<file path="src/rtl/tx_pulse_scheduler.sv">
// tx_pulse_scheduler: PA-gated coded transmit pulse scheduler with a programmable PRI.
// Define COMPLEMENTARY_CODE_EN to alternate code_a/code_b on even/odd pulses.
module tx_pulse_scheduler #(
    parameter int CODE_W    = 16,
    parameter int PA_LEAD   = 1229,
    parameter int TX_CYCLES = 19665,
    parameter int PA_LAG    = 1229
) (
    input  logic              clk,
    input  logic              rst,
    input  logic              enable,
    input  logic [31:0]       pri_cycles,
    input  logic [15:0]       num_pulses,
    input  logic [CODE_W-1:0] code_a,
    input  logic [CODE_W-1:0] code_b,
    output logic              sinc,
    output logic [CODE_W-1:0] codigo,
    output logic              pa_en,
    output logic              pulse_start,
    output logic [15:0]       pulse_idx,
    output logic              busy,
    output logic              burst_done
);
    typedef enum logic [2:0] {IDLE, LEAD, TX, LAG, WAIT} state_t;

    localparam logic [31:0] PRI_MIN  = 32'(PA_LEAD + TX_CYCLES + PA_LAG + 1);
    localparam logic [31:0] LEAD_END = 32'(PA_LEAD - 1);
    localparam logic [31:0] TX_END   = 32'(TX_CYCLES - 1);
    localparam logic [31:0] LAG_END  = 32'(PA_LAG - 1);

    state_t            state_q, state_d;
    logic [31:0]       cnt_q, cnt_d, pri_cnt_q, pri_cnt_d, pri_q, pri_d;
    logic [15:0]       num_q, num_d, idx_q, idx_d;
    logic [CODE_W-1:0] code_q, code_d, code_sel;
    logic              sinc_q, sinc_d, pa_q, pa_d, start_q, start_d;
    logic              busy_q, busy_d, done_q, done_d;
    logic              last, pri_end, new_pulse;

`ifdef COMPLEMENTARY_CODE_EN
    assign code_sel = idx_d[0] ? code_b : code_a;
`else
    logic unused_code_b;
    assign unused_code_b = ^code_b;
    assign code_sel = code_a;
`endif

    assign last    = (num_q != 16'd0) && (idx_q == num_q - 16'd1);
    assign pri_end = pri_cnt_q == pri_q - 32'd1;

    always_comb begin
        state_d   = state_q;
        cnt_d     = cnt_q + 32'd1;
        pri_cnt_d = pri_cnt_q + 32'd1;
        pri_d     = pri_q;
        num_d     = num_q;
        idx_d     = idx_q;
        case (state_q)
            IDLE: begin
                cnt_d     = '0;
                pri_cnt_d = '0;
                if (enable) begin
                    state_d = LEAD;
                    pri_d   = pri_cycles > PRI_MIN ? pri_cycles : PRI_MIN;
                    num_d   = num_pulses;
                    idx_d   = '0;
                end
            end
            LEAD: if (cnt_q == LEAD_END) begin
                state_d = TX;
                cnt_d   = '0;
            end
            TX: if (cnt_q == TX_END) begin
                state_d = LAG;
                cnt_d   = '0;
            end
            LAG: if (cnt_q == LAG_END) begin
                state_d = WAIT;
                cnt_d   = '0;
            end
            WAIT: if (pri_end) begin
                cnt_d     = '0;
                pri_cnt_d = '0;
                state_d   = (last || !enable) ? IDLE : LEAD;
                idx_d     = (last || !enable) ? idx_q : idx_q + 16'd1;
            end
            default: state_d = IDLE;
        endcase
        new_pulse = state_d == LEAD && state_q != LEAD;
        code_d    = new_pulse ? code_sel : code_q;
        start_d   = new_pulse;
        sinc_d    = state_d == TX;
        pa_d      = state_d == LEAD || state_d == TX || state_d == LAG;
        busy_d    = state_d != IDLE;
        // Registered strobe must land on the final WAIT cycle, so predict it one cycle early.
        done_d    = state_d == WAIT && pri_cnt_d == pri_q - 32'd1 && last;
    end

    always_ff @(posedge clk or negedge rst) begin
        if (!rst) begin
            state_q   <= IDLE;
            cnt_q     <= '0;
            pri_cnt_q <= '0;
            pri_q     <= '0;
            num_q     <= '0;
            idx_q     <= '0;
            code_q    <= '0;
            sinc_q    <= 1'b0;
            pa_q      <= 1'b0;
            start_q   <= 1'b0;
            busy_q    <= 1'b0;
            done_q    <= 1'b0;
        end else begin
            state_q   <= state_d;
            cnt_q     <= cnt_d;
            pri_cnt_q <= pri_cnt_d;
            pri_q     <= pri_d;
            num_q     <= num_d;
            idx_q     <= idx_d;
            code_q    <= code_d;
            sinc_q    <= sinc_d;
            pa_q      <= pa_d;
            start_q   <= start_d;
            busy_q    <= busy_d;
            done_q    <= done_d;
        end
    end

    assign sinc        = sinc_q;
    assign codigo      = code_q;
    assign pa_en       = pa_q;
    assign pulse_start = start_q;
    assign pulse_idx   = idx_q;
    assign busy        = busy_q;
    assign burst_done  = done_q;
endmodule

</file>
<file path="config.mk">
export PLATFORM = sky130hd
export DESIGN_NAME = tx_pulse_scheduler
export DESIGN_NICKNAME = d
export VERILOG_FILES = /design/src/rtl/tx_pulse_scheduler.sv
export SDC_FILE = /design/constraint.sdc
export NUM_CORES = 1
export LEC_CHECK = 0
export ABC_AREA = 0
export CAP_MARGIN = 25
export CELL_PAD_IN_SITES_DETAIL_PLACEMENT = 2
export CELL_PAD_IN_SITES_GLOBAL_PLACEMENT = 2
export CORE_MARGIN = 8
export CORE_UTILIZATION = 34
export CTS_CLUSTER_DIAMETER = 50
export CTS_CLUSTER_SIZE = 8
export DETAILED_ROUTE_END_ITERATION = 10
export PLACE_DENSITY_LB_ADDON = 0.1
export SETUP_SLACK_MARGIN = 0.02
export SYNTH_ARGS = -nofsm -noshare
export SYNTH_HDL_FRONTEND = slang
export SYNTH_SLANG_ARGS = --single-unit
export TNS_END_PERCENT = 1
</file>
<file path="constraint.sdc">
create_clock -name clk -period 4.8 [get_ports clk]
set_input_delay 0.72 -clock clk [delete_from_list [all_inputs] [get_ports clk]]
set_output_delay 0.72 -clock clk [all_outputs]
set_load 0.02 [all_outputs]
</file>
==> impl_metrics.ini, run 1 <==
[logic_synthesis]
synth.top_cell.area_share = 0.371
syn_inst = 1220
yosysTopAreaCell = dfrtp_1
yosysSeqAreaShare = 0.371
synth_area_leaders = dfrtp_1 (37%), nand2_1 (6.9%), xnor2_1 (6.2%), xor2_1 (4.6%), nor2_1 (4.4%)
syn_avg_cell_area_um2 = 8.40
synth_commonest_cells = nand2_1 (189), dfrtp_1 (152), nor2_1 (119), xnor2_1 (72), xor2_1 (54)
ys_warn_count = 0
ys_ff_latch = 152
synth_cell_types = 86
synth.net_count = 1309
synthArstFlopShare = 1.00
synth-main-ff-cell = dfrtp_1
synth_area_mm2 = 0.0102
yosysMostFrequentCell = nand2_1
synth-edff-count = 0

[timing]
setup_viol = 0
finalCriticalPeriod_ns = 4.39
tightest_slew_ns = 0.926
rsz0062_at_grt = no
period_share = 0.915
final_hold_viol_count = 0
finClkSkew_ns = 0.0147
max_clock_freq_mhz = 228
tns_ns = 0
relSlewSlack = 0.383
setup_slack_ns = 0.406
drv_slew = 0

[clock_network]
cts_sinks = 152
post_cts_resize_count = 1
cts_made_buffers = 17
path_clk_slew_ns = 0.07
clk_latency_ns = 0.46
clock_path_buffers = 2
cts-root-buf = clkbuf_16
cts_hold_buf = 0
cts_tree = yes
cts_setup_buffers = 0
cts-htree-levels = 4

[routing]
routed_via_density = 5.75
ant_nets = 0
wirelength_um = 40000
dr_total_vias = 9920
drc = 0
dr.pass1.iters = 6
drt_iter0_markers = 589
wire_per_inst_um = 23.2

[placement]
portBuffers = 103
place_ws_ns = 0.0545
dp_hpwl_um = 31000
gp_congestion = 0.910

[critical_path]
arrival_ns = 4.78
cp_top_family = simple AND/OR/NAND/NOR gates
cpMaxStageDelayCell = or4b_2
cp.depth = 15
path_cells = inv_1, ha_1, or4b_2, nor4b_2, mux2i_1, mux2i_1, or4_1, o41ai_1, buf_4, o21a_1, or3_4, buf_4, buf_4, nand2_1, nand2_1
critPathLaunchType = flop
slowest_delay_ns = 0.74
r2r_cells = 15
worst-path-buf-inv = 4
worstSetupPathType = reg -> reg
critPathMaxFanout = 19
cp_common_cell = buf_4
required_ns = 5.18
worst_setup_path_end_kind = flop

[grt]
gr-total-overflow = 0
grt_max_degree = 94
grt_pass1_vias = 10800
grt_pass1_wl_um = 63200
grt_usage = 0.225
antenna_found_initial = 2

[final_layout]
nFillCells = 3355
ff_latch_area_mm2 = 0.00380
multi_input_area_mm2 = 0.00603
layout-drive-gt1-share = 0.0997
synthToLayoutAreaGrowth_pct = 21.8
fin_nets = 1410

[pwr]
p_leak_nw = 5.10
powerDensity_mw_per_mm2 = 410
vdd_ir_drop_max_uv = 281
finalPower_mw = 5.12

[hold_path]
hold_class = in -> async

[floorplanning]
core_mm2 = 0.0296
design.die.area_mm2 = 0.0360
die_w_um = 190
rows = 63
io_pins = 120
start_util = 0.346
dieHeight_um = 190

[job]
cap_violations = 0

[run_status]
status = completed
-- layer usage --
layer  GRT usage  wire, um  vias up
met5           0        24        -
met4      0.0734      1000        4
met1       0.284     17500     5055
met2       0.374     19100      239
met3      0.0568      2330       60
li1            -         -     4562
-- logic make-up after synthesis --
| family | count (synthesis) | synth area share |
|---|---|---|
| AO/OA/AOI/OAI | 176 | 0.120 |
| multiplexers | 11 | 0.0111 |
| XOR/XNOR | 134 | 0.125 |
| buffers and inverters | 102 | 0.0426 |
| adder cells (fa/ha/maj) | 6 | 0.00732 |
| AND/OR/NAND/NOR | 639 | 0.323 |
| flip-flops | 152 | 0.371 |
-- report_power, final --
part	switching, mW	internal (mW)
combinational	1.10	0.829
sequential	0.329	1.48
clock	0.638	0.742
-- state kept, by name, indices dropped and copies added (netlist names) --
register and flops:
cnt_q 32, pri_cnt_q 32, pri_q 32, codigo 16, num_q 16, pulse_idx 16
state_q 3, burst_done 1, busy 1, pa_en 1, pulse_start 1, sinc 1
-- cell type report --
type,instances,share of cell area
multi-input combinational,966,0.483
sequential,152,0.305
timing repair buffer,159,0.118
tap,390,0.0391
clock buffer,18,0.0352
clock inverter,14,0.0115
inverter,25,0.00752
antenna,1,0.000201
-- path summary, 6_finish.rpt --
kind / from / to / slack (ns)
min reg2reg: codigo[6]$_DFFE_PN0P_ / codigo[6]$_DFFE_PN0P_ / 0.47
max reg2reg: num_q[0]$_DFFE_PN0P_ / codigo[7]$_DFFE_PN0P_ / 0.41
min: rst / codigo[0]$_DFFE_PN0P_ / 0.32
min in group clk: codigo[6]$_DFFE_PN0P_ / codigo[6]$_DFFE_PN0P_ / 0.47
max: num_q[0]$_DFFE_PN0P_ / codigo[7]$_DFFE_PN0P_ / 0.41
max in group asynchronous: rst / pri_cnt_q[29]$_DFF_PN0_ / 3.41
-- stage by stage --
stage	hold slack [ns]	utilization	cell area, um2	instances
after floorplan	0.424	-	10200	1220
after global placement	0.457	0.401	11900	1692
after detailed placement	0.465	0.401	11900	1692
after CTS	0.395	0.421	12500	1724
after global routing	0.415	0.421	12500	1724
final	0.320	0.421	12500	1725
-- cells in the final DEF (no fill, tap or decap), types with 10 or more instances in the layout --
cell	n
nand2b_1	11
nor4_1	42
nand4_1	39
inv_1	24
or2_2	10
o22ai_1	10
nand2_1	189
clkdlybuf4s50_1	102
dfrtp_1	152
nor2b_1	20
a21oi_1	33
nand3_1	53
xnor2_1	71
or3_1	17
clkbuf_16	17
buf_4	54
and3_1	14
o21ai_0	36
xor2_1	54
or4_1	17
nor2_1	118
nor3_1	46
Note: power is estimated with default switching activity, not from simulation.
==> run 2, diff against run 1 <==
- PLACE_DENSITY: unset -> 0.86
- PLACE_DENSITY_LB_ADDON: 0.1 -> unset
- clock period: 4.8 -> 4.95 ns (I/O delays scaled with it)
==> run 2 against run 1 <==
Against the previous run: wire length rose by 16%; non-clock buffer count is 6 lower; sequential power about the same; largest cell class unchanged; highest routed layer unchanged.
==> impl_metrics.ini, run 2 (synthesis results as in run 1) <==
[run_status]
status = completed

[clock_network]
clock_path_buffers = 2
post_cts_resize_count = 0
cts_sinks = 152
cts_hold_buf = 0
cts-htree-levels = 4
cts_tree = yes
clk_latency_ns = 0.45
cts-root-buf = clkbuf_16
cts_made_buffers = 17
cts_setup_buffers = 0
path_clk_slew_ns = 0.07

[grt]
grt_usage = 0.258
grt_pass1_wl_um = 72000
gr-total-overflow = 0
grt_pass1_vias = 11900
antenna_found_initial = 2
grt_max_degree = 85

[critical_path]
timing.rr.start = num_q[0]$_DFFE_PN0P_
cpMaxStageDelayCell = or4b_2
critPathMaxFanout = 16
critPathLaunchType = flop
r2r-end = codigo[11]$_DFFE_PN0P_
critPathLaunch = num_q[0]$_DFFE_PN0P_
worstSetupPathType = reg -> reg
worst_setup_path_end_kind = flop
slowest_delay_ns = 0.75
required_ns = 5.33
r2r_cells = 15
endpoint = codigo[11]$_DFFE_PN0P_
path_cells = inv_1, ha_1, or4b_2, nor4b_2, mux2i_1, mux2i_1, or4_1, o41ai_1, buf_4, o21a_1, or3_4, buf_4, buf_4, nand2_1, nand2_1
reg2reg_slack_ns = 0.33
cp_common_cell = buf_4
arrival_ns = 5.00

[pwr]
p_leak_nw = 5.05
powerDensity_mw_per_mm2 = 404
vdd_ir_drop_max_uv = 264

[timing]
relSlewSlack = 0.285
final_hold_viol_count = 0
finClkSkew_ns = 0.0136
setup_slack_ns = 0.330
rsz0062_at_grt = no
max_clock_freq_mhz = 216
drv_slew = 0
period_share = 0.933
finalCriticalPeriod_ns = 4.62
setup_viol = 0
tightest_slew_ns = 1.07
tns_ns = 0

[final_layout]
mostFrequentLayoutCells = nand2_1 (189), dfrtp_1 (152), nor2_1 (118)
fin_nets = 1404
synthToLayoutAreaGrowth_pct = 21.1
layout-drive-gt1-share = 0.0904
final_common_cell = nand2_1
top_regs = cnt_q (32), pri_cnt_q (32), pri_q (32)

[placement]
dp_hpwl_um = 32500
place_ws_ns = 0.463
gp_congestion = 0.957
portBuffers = 103

[floorplanning]
rows = 63
start_util = 0.346
design.die.area_mm2 = 0.0360
core_mm2 = 0.0296
dieHeight_um = 190
io_pins = 120
die_w_um = 190

[hold_path]
hold_class = in -> async

[routing]
wirelength_um = 46300
routed_via_density = 6.07
wire_per_inst_um = 27.0
ant_nets = 0
drt_iter0_markers = 746
dr.pass1.iters = 5
dr_total_vias = 10400
drc = 0

[job]
cap_violations = 0
-- run 2: cell type report --
type,count,area (um2)
Multi-Input combinational cell,966,6020
Tap cell,390,488
Antenna cell,1,2.50
Clock inverter,9,91.3
Inverter,25,93.8
Sequential cell,152,3800
Timing Repair Buffer,153,1450
Fill cell,3287,17200
Clock buffer,23,468
-- run 2: worst min-delay path by stage --
stage / startpoint / end / depth (start not counted)
2_1_floorplan: rst / burst_done$_DFF_PN0_ / 0
3_3_place_gp: codigo[4]$_DFFE_PN0P_ / codigo[4]$_DFFE_PN0P_ / 2
3_5_place_dp: codigo[13]$_DFFE_PN0P_ / codigo[13]$_DFFE_PN0P_ / 2
4_1_cts: rst / burst_done$_DFF_PN0_ / 1
5_1_grt: rst / burst_done$_DFF_PN0_ / 1
6_report: rst / burst_done$_DFF_PN0_ / 1
-- run 2: per-stage QoR --
| stage | total power [mW] | std cells | utilization | hold WS [ns] | instance area [um2] |
|---|---|---|---|---|---|
| 2_1_floorplan | 2.86 | 1220 | - | 0.447 | 10200 |
| 5_1_grt | 5.23 | 1718 | 0.419 | 0.358 | 12400 |
| 4_1_cts | 5.01 | 1718 | 0.419 | 0.330 | 12400 |
| 3_5_place_dp | 3.64 | 1686 | 0.400 | 0.464 | 11800 |
| 6_report | 5.02 | 1719 | 0.419 | 0.312 | 12400 |
| 3_3_place_gp | 3.54 | 1686 | 0.400 | 0.457 | 11800 |
-- run 2: worst max-delay path, delay by kind of cell, from the launching register on --
kind | cells | cell delay [ns]
and+or+nand+nor | 6 | 2.18
buffers and inverters | 4 | 0.72
AOI/OAI and AO/OA | 2 | 0.59
DFF | 1 | 0.43
muxes | 2 | 0.40
adders and majority gates | 1 | 0.23
-- run 2: report_power, final --
group / internal, mW / total (mW) / leakage, nW / switching (mW)
logic: 0.787 / 1.94 / 2.81 / 1.15
registers: 1.44 / 1.78 / 1.98 / 0.346
clock network: 0.722 / 1.29 / 0.260 / 0.572
-- run 2: layer usage --
layer,vias up,global-route usage,wire [um]
li1,4555,-,-
met1,5372,0.304,18600
met2,380,0.446,23300
met3,127,0.0549,2850
met4,2,0.113,1590
met5,-,0,17
